[config.mk]
export PLATFORM = sky130hd
export DESIGN_NAME = hex_word_entry_flat
export DESIGN_NICKNAME = d
export VERILOG_FILES = /design/src/rtl/hex_word_entry_pkg.sv /design/src/rtl/hex_word_entry_if.sv /design/src/rtl/hex_word_entry_key_debouncer.sv /design/src/rtl/hex_word_entry.sv /design/src/flat_wrapper.sv
export SDC_FILE = /design/constraint.sdc
export NUM_CORES = 1
export LEC_CHECK = 0
export CORE_MARGIN = 4
export CORE_UTILIZATION = 56
export DETAILED_ROUTE_END_ITERATION = 10
export HOLD_SLACK_MARGIN = 0.05
export PLACE_DENSITY = 0.9
export SYNTH_ARGS = -nofsm -noshare
export SYNTH_HDL_FRONTEND = slang
export SYNTH_SLANG_ARGS = --single-unit
[constraint.sdc]
create_clock -name clock -period 4.6 [get_ports clock]
set_input_delay 0.69 -clock clock [delete_from_list [all_inputs] [get_ports clock]]
set_output_delay 0.69 -clock clock [all_outputs]
set_load 0.01 [all_outputs]
[src/rtl/hex_word_entry_pkg.sv]
// hex_word_entry_pkg: shared types and constants for the hex word entry path.
package hex_word_entry_pkg;
    typedef enum logic {ENTRY, REQUEST} state_t;
    localparam int NIBBLE_W = 4;
    localparam int DEFAULT_DEBOUNCE_CYCLES = 50000;
    localparam int DEFAULT_NIBBLES = 8;
    localparam int ID_WIDTH = 5;
    localparam int WORD_W = NIBBLE_W * DEFAULT_NIBBLES;
endpackage

[src/rtl/hex_word_entry_if.sv]
// hex_word_entry_if: valid/ready register-write request toward the debug port.
interface hex_word_entry_if import hex_word_entry_pkg::*; #(
    parameter int ID_W   = ID_WIDTH,
    parameter int DATA_W = WORD_W
);
    logic              wr_valid;
    logic              wr_ready;
    logic [ID_W-1:0]   wr_id;
    logic [DATA_W-1:0] wr_data;
    modport master (output wr_valid, wr_id, wr_data, input wr_ready);
    modport slave  (input wr_valid, wr_id, wr_data, output wr_ready);
endinterface

[src/rtl/hex_word_entry_key_debouncer.sv]
// key_debouncer: synchronizes and debounces an active-low button, emitting one pulse per press.
module key_debouncer import hex_word_entry_pkg::*; #(
    parameter int DEBOUNCE_CYCLES = DEFAULT_DEBOUNCE_CYCLES
) (
    input  logic clock,
    input  logic reset,
    input  logic raw_n,
    output logic press_pulse
);
    localparam int CW = $clog2(DEBOUNCE_CYCLES + 1);
    logic [1:0]    r_sync;
    logic          r_level;
    logic [CW-1:0] r_cnt;
    logic          r_pulse;
    logic          w_settled;
    assign w_settled   = (r_sync[1] != r_level) && (r_cnt == CW'(DEBOUNCE_CYCLES - 1));
    assign press_pulse = r_pulse;
    // The pulse is raised on the same edge the level falls, so it lasts exactly one cycle.
    always_ff @(posedge clock) begin
        if (reset) begin
            r_sync  <= 2'b11;
            r_level <= 1'b1;
            r_cnt   <= '0;
            r_pulse <= 1'b0;
        end else begin
            r_sync  <= {r_sync[0], raw_n};
            r_pulse <= w_settled && r_level;
            if (r_sync[1] == r_level || w_settled)
                r_cnt <= '0;
            else
                r_cnt <= r_cnt + 1'b1;
            if (w_settled)
                r_level <= r_sync[1];
        end
    end
endmodule

[src/rtl/hex_word_entry.sv]
// hex_word_entry: assembles a hex word from debounced buttons and issues it as a register write.
module hex_word_entry import hex_word_entry_pkg::*; #(
    parameter int DEBOUNCE_CYCLES = DEFAULT_DEBOUNCE_CYCLES,
    parameter int NIBBLES         = DEFAULT_NIBBLES
) (
    input  logic                        clock,
    input  logic                        reset,
    input  logic                        key_digit_n,
    input  logic                        key_commit_n,
    input  logic                        key_clear_n,
    input  logic [NIBBLE_W-1:0]         sw_nibble,
    input  logic [ID_WIDTH-1:0]         sw_reg_id,
    output logic [NIBBLE_W*NIBBLES-1:0] entry_word,
    output logic [3:0]                  digit_count,
    output logic                        busy,
    hex_word_entry_if.master            wr
);
    localparam int W = NIBBLE_W * NIBBLES;
    logic            w_digit, w_commit, w_clear;
    state_t          r_state, w_state;
    logic [W-1:0]    r_word, w_word, r_data, w_data;
    logic [3:0]      r_count, w_count;
    logic            r_valid, w_valid;
    logic [ID_WIDTH-1:0] r_id, w_id;

    key_debouncer #(.DEBOUNCE_CYCLES(DEBOUNCE_CYCLES)) u_digit (
        .clock(clock), .reset(reset), .raw_n(key_digit_n), .press_pulse(w_digit));
    key_debouncer #(.DEBOUNCE_CYCLES(DEBOUNCE_CYCLES)) u_commit (
        .clock(clock), .reset(reset), .raw_n(key_commit_n), .press_pulse(w_commit));
    key_debouncer #(.DEBOUNCE_CYCLES(DEBOUNCE_CYCLES)) u_clear (
        .clock(clock), .reset(reset), .raw_n(key_clear_n), .press_pulse(w_clear));

    assign entry_word  = r_word;
    assign digit_count = r_count;
    assign busy        = r_state == REQUEST;
    assign wr.wr_valid = r_valid;
    assign wr.wr_id    = r_id;
    assign wr.wr_data  = r_data;

    // Presses arriving in REQUEST are dropped; only the transfer returns to ENTRY.
    always_comb begin
        w_state = r_state;
        w_word  = r_word;
        w_count = r_count;
        w_valid = r_valid;
        w_id    = r_id;
        w_data  = r_data;
        if (r_state == ENTRY) begin
            if (w_clear) begin
                w_word  = '0;
                w_count = '0;
            end else if (w_commit) begin
                if (r_count != '0) begin
                    w_id    = sw_reg_id;
                    w_data  = r_word;
                    w_valid = 1'b1;
                    w_state = REQUEST;
                end
            end else if (w_digit) begin
                w_word  = {r_word[W-NIBBLE_W-1:0], sw_nibble};
                w_count = (r_count == 4'(NIBBLES)) ? r_count : r_count + 4'd1;
            end
        end else if (r_valid && wr.wr_ready) begin
            w_valid = 1'b0;
            w_word  = '0;
            w_count = '0;
            w_state = ENTRY;
        end
    end

    always_ff @(posedge clock) begin
        if (reset) begin
            r_state <= ENTRY;
            r_word  <= '0;
            r_count <= '0;
            r_valid <= 1'b0;
            r_id    <= '0;
            r_data  <= '0;
        end else begin
            r_state <= w_state;
            r_word  <= w_word;
            r_count <= w_count;
            r_valid <= w_valid;
            r_id    <= w_id;
            r_data  <= w_data;
        end
    end
endmodule

[src/flat_wrapper.sv]
// flat-port wrapper written by rule: the top's interface ports become plain ports
module hex_word_entry_flat import hex_word_entry_pkg::*;
#(
    parameter int DEBOUNCE_CYCLES = DEFAULT_DEBOUNCE_CYCLES,
    parameter int NIBBLES         = DEFAULT_NIBBLES
)
  (clock, reset, key_digit_n, key_commit_n, key_clear_n, sw_nibble, sw_reg_id, entry_word, digit_count, busy, wr_wr_valid, wr_wr_id, wr_wr_data, wr_wr_ready);
  hex_word_entry_if wr_i ();
  input  logic clock;
  input  logic reset;
  input  logic key_digit_n;
  input  logic key_commit_n;
  input  logic key_clear_n;
  input  logic [NIBBLE_W-1:0] sw_nibble;
  input  logic [ID_WIDTH-1:0] sw_reg_id;
  output logic [NIBBLE_W*NIBBLES-1:0] entry_word;
  output logic [3:0] digit_count;
  output logic busy;
  output wire logic [$bits(wr_i.wr_valid)-1:0] wr_wr_valid;
  output wire logic [$bits(wr_i.wr_id)-1:0] wr_wr_id;
  output wire logic [$bits(wr_i.wr_data)-1:0] wr_wr_data;
  input wire logic [$bits(wr_i.wr_ready)-1:0] wr_wr_ready;
  assign wr_wr_valid = wr_i.wr_valid;
  assign wr_wr_id = wr_i.wr_id;
  assign wr_wr_data = wr_i.wr_data;
  assign wr_i.wr_ready = wr_wr_ready;
  hex_word_entry #(.DEBOUNCE_CYCLES(DEBOUNCE_CYCLES), .NIBBLES(NIBBLES)) u_core (.clock(clock), .reset(reset), .key_digit_n(key_digit_n), .key_commit_n(key_commit_n), .key_clear_n(key_clear_n), .sw_nibble(sw_nibble), .sw_reg_id(sw_reg_id), .entry_word(entry_word), .digit_count(digit_count), .busy(busy), .wr(wr_i));
endmodule
==> impl_metrics.csv <==
group,metric,value,unit
finish,nets,709,
drt,dr.pass1.iters,5,
clocking,insertion_delay,0.52,ns
min_path,hold_path_depth,1,
finish,layout_commonest_cell,"nand2_1",
logic_synthesis,synthArstFlopShare,0,%
clocking,cts.clk_slew.worst_paths,0.06,ns
run_status,status,"finished, final reports clean",
drt,dr_wl_met3,653,um
die,initial_core_util,58.5,%
die,dieHeight,104,um
clocking,cts_root_buf,"clkbuf_8",
placement,hpwl,7830,um
global_route,grt_use_total,22.6,%
pwr,ir_drop,349,uV
setup_path,ff2ff_path_depth,7,
sta,worst_clock_skew,0.00783,ns
logic_synthesis,synth_edf_count,0,
sta,finalHoldViolCount,0,
setup_path,crit_path_start_kind,"register",
sta,rsz0062_at_grt,"false",
setup_path,end_kind,"output port",
setup_path,cp.required,3.91,ns
setup_path,regToRegStartpoint,"u_core.digit_count[0]$_SDFFE_PP0P_",
pwr,leakage,0.00222,uW
sta,setup_violations,0,
clocking,cts.htree.levels,4,
placement,dp_cells,778,
die,dieArea,0.0108,mm2
finish,antenna_cells,0,
die,placementRows,34,
die,core_region_area,0.00885,mm2
finish,area_growth,29.3,%
global_route,grt_pass1_wl,20300,um
sta,finalSetupTns,0,ns
sta,fmax,438,MHz
die,ios,90,
setup_path,rrSetupSlack,2.32,ns
finish,drive_gt1_share,7.12,%
drt,wl_per_cell,14.9,um
placement,portBuffers,89,
logic_synthesis,synth_cell_types,42,
sta,period_needed,2.28,ns
setup_path,crit_slowest_cell,"clkdlybuf4s50_1",
logic_synthesis,syn-cell-area,0.00517,mm2
setup_path,timing.rr.end,"u_core.wr.wr_data[13]$_SDFFE_PP0P_",
sta,slew_headroom,16.2,%
clocking,numClockSinks,135,
min_path,worstHoldStart,"u_core.u_commit.r_sync[0]$_SDFF_PP1_",
min_path,min_to,"u_core.u_commit.r_sync[1]$_SDFF_PP1_",
drt,wl_met1,4850,um
global_route,grt.overflow.total,0,
setup_path,crit_fanout,6,
sta,tightest_slew,1.26,ns
global_route,grt_pass1_vias,4444,
sta,maxSlewViolCount,0,
drt,drc,0,
drt,final_antenna_net_count,0,
clocking,post_cts_buffers,0,
setup_path,crit_arrival,1.59,ns
pwr,power_density,387,mW/mm2
drt,drtIter0Drc,193,
placement,gp_congestion,0.797,
setup_path,crit_chain,"clkdlybuf4s50_1",
setup_path,critPathKind,"register to output port",
clocking,clk_path_buf_depth,2,
setup_path,crit_family,"buffers and inverters",
clocking,cts_buffers,17,
setup_path,slowest_delay,0.61,ns
drt,drt-total-wl,12000,um
global_route,grt_max_degree,59,
drt,num_vias,4453,
clocking,cts_tree,"built",
finish,fillers,593,
logic_synthesis,synth_warnings,0,
logic_synthesis,ys_seq_elements,135,
drt,routed.top_layer,"met4",
sta,period_share,49.6,%
drt,met2_length,6250,um
setup_path,cp_num_buf_inv,1,
logic_synthesis,syn_inst,606,
job,drv_cap,0,
finish,layout_common_cells,"153 x nand2_1, 135 x dfxtp_1, 88 x clkdlybuf4s50_1",
clocking,postCtsHoldBufs,0,
drt,viasPerCell,5.50,
min_path,hold_class,"register to register",
clocking,cts_resized,0,
finish,instances_no_fill,810,
logic_synthesis,avgSynthCellArea,8.54,um2
global_route,antenna_found_initial,0,
logic_synthesis,ys.flop_type,"dfxtp_1",
die,fp.dieW,104,um
logic_synthesis,syn_nets,626,
logic_synthesis,ys_seq_area_share,52.2,%
[area by class of cell]
| type | count | area [um2] | share of cell area, % |
|---|---|---|---|
| clock buffer | 17 | 414 | 6.19 |
| clock inverter | 15 | 189 | 2.82 |
| inverter | 10 | 37.5 | 0.561 |
| multi-input combinational | 433 | 2300 | 34.4 |
| sequential | 135 | 2700 | 40.4 |
| tap | 108 | 135 | 2.02 |
| timing repair buffer | 92 | 908 | 13.6 |
[state kept, by name, indices dropped and copies added, names as in the netlist, 4 cells and up]
register / count
u_core.wr.wr_id: 5
u_core.u_commit.r_cnt: 16
u_core.digit_count: 4
u_core.u_clear.r_cnt: 16
u_core.entry_word: 32
u_core.wr.wr_data: 32
u_core.u_digit.r_cnt: 16
[Yosys cell counts (6+ instances only)]
library cell | count | area [um2]
buf_2 | 11 | 55.1
nand4_1 | 10 | 62.6
dfxtp_1 | 135 | 2700
nor4_1 | 6 | 37.5
xor2_1 | 17 | 149
nand3_1 | 19 | 95.1
or2_2 | 6 | 37.5
clkbuf_1 | 13 | 48.8
nor4b_1 | 6 | 52.6
and3_1 | 6 | 37.5
nor3_1 | 7 | 35.0
a21oi_1 | 75 | 375
xnor2_1 | 26 | 228
nand2_1 | 153 | 574
inv_1 | 10 | 37.5
nor2_1 | 55 | 206
[where the power goes]
group | switching, uW | total (uW) | internal, uW
Sequential | 3.59 | 1180 | 1170
Clock | 540 | 1380 | 838
Combinational | 20.5 | 36.4 | 15.9
[routing by layer]
metal,global-route usage [%],vias up
li1,-,2195
met2,40.9,132
met3,6.39,24
met1,24.6,2102
met4,9.69,0
met5,0,-
[cells by family after synthesis]
| family | share of synthesized area, % |
|---|---|
| and+or+nand+nor | 26.2 |
| DFF | 52.2 |
| AOI/OAI and AO/OA | 9.72 |
| xor gates and xnor gates | 7.28 |
| buffers and inverters | 3.31 |
| adders and majority gates | 1.21 |
[per-stage QoR]
stage	total power (uW)	hold slack, ns	utilization (%)	cell area [um2]	setup slack, ns
floorplan	1220	0.389	-	5170	3.02
global placement	1240	0.391	68.8	6090	1.97
detailed placement	1240	0.396	68.8	6090	1.91
CTS	2600	0.410	75.6	6690	2.32
global route	2660	0.431	75.6	6690	2.10
finish	2590	0.408	75.6	6690	2.32
[worst max path at each step]
stage | from | endpoint | slack [ns] | cells past startpoint
detailed placement | wr_wr_ready | u_core.digit_count[3]$_SDFFE_PP0P_ | 1.91 | 5
CTS | u_core.busy$_SDFF_PP0_ | busy | 2.32 | 1
finish | u_core.busy$_SDFF_PP0_ | busy | 2.32 | 1
global placement | wr_wr_ready | u_core.digit_count[3]$_SDFFE_PP0P_ | 1.97 | 5
global route | u_core.busy$_SDFF_PP0_ | u_core.wr.wr_data[28]$_SDFFE_PP0P_ | 2.10 | 4
floorplan | wr_wr_ready | u_core.digit_count[0]$_SDFFE_PP0P_ | 3.02 | 4
No activity file was read; power rests on OpenSTA's default activity.
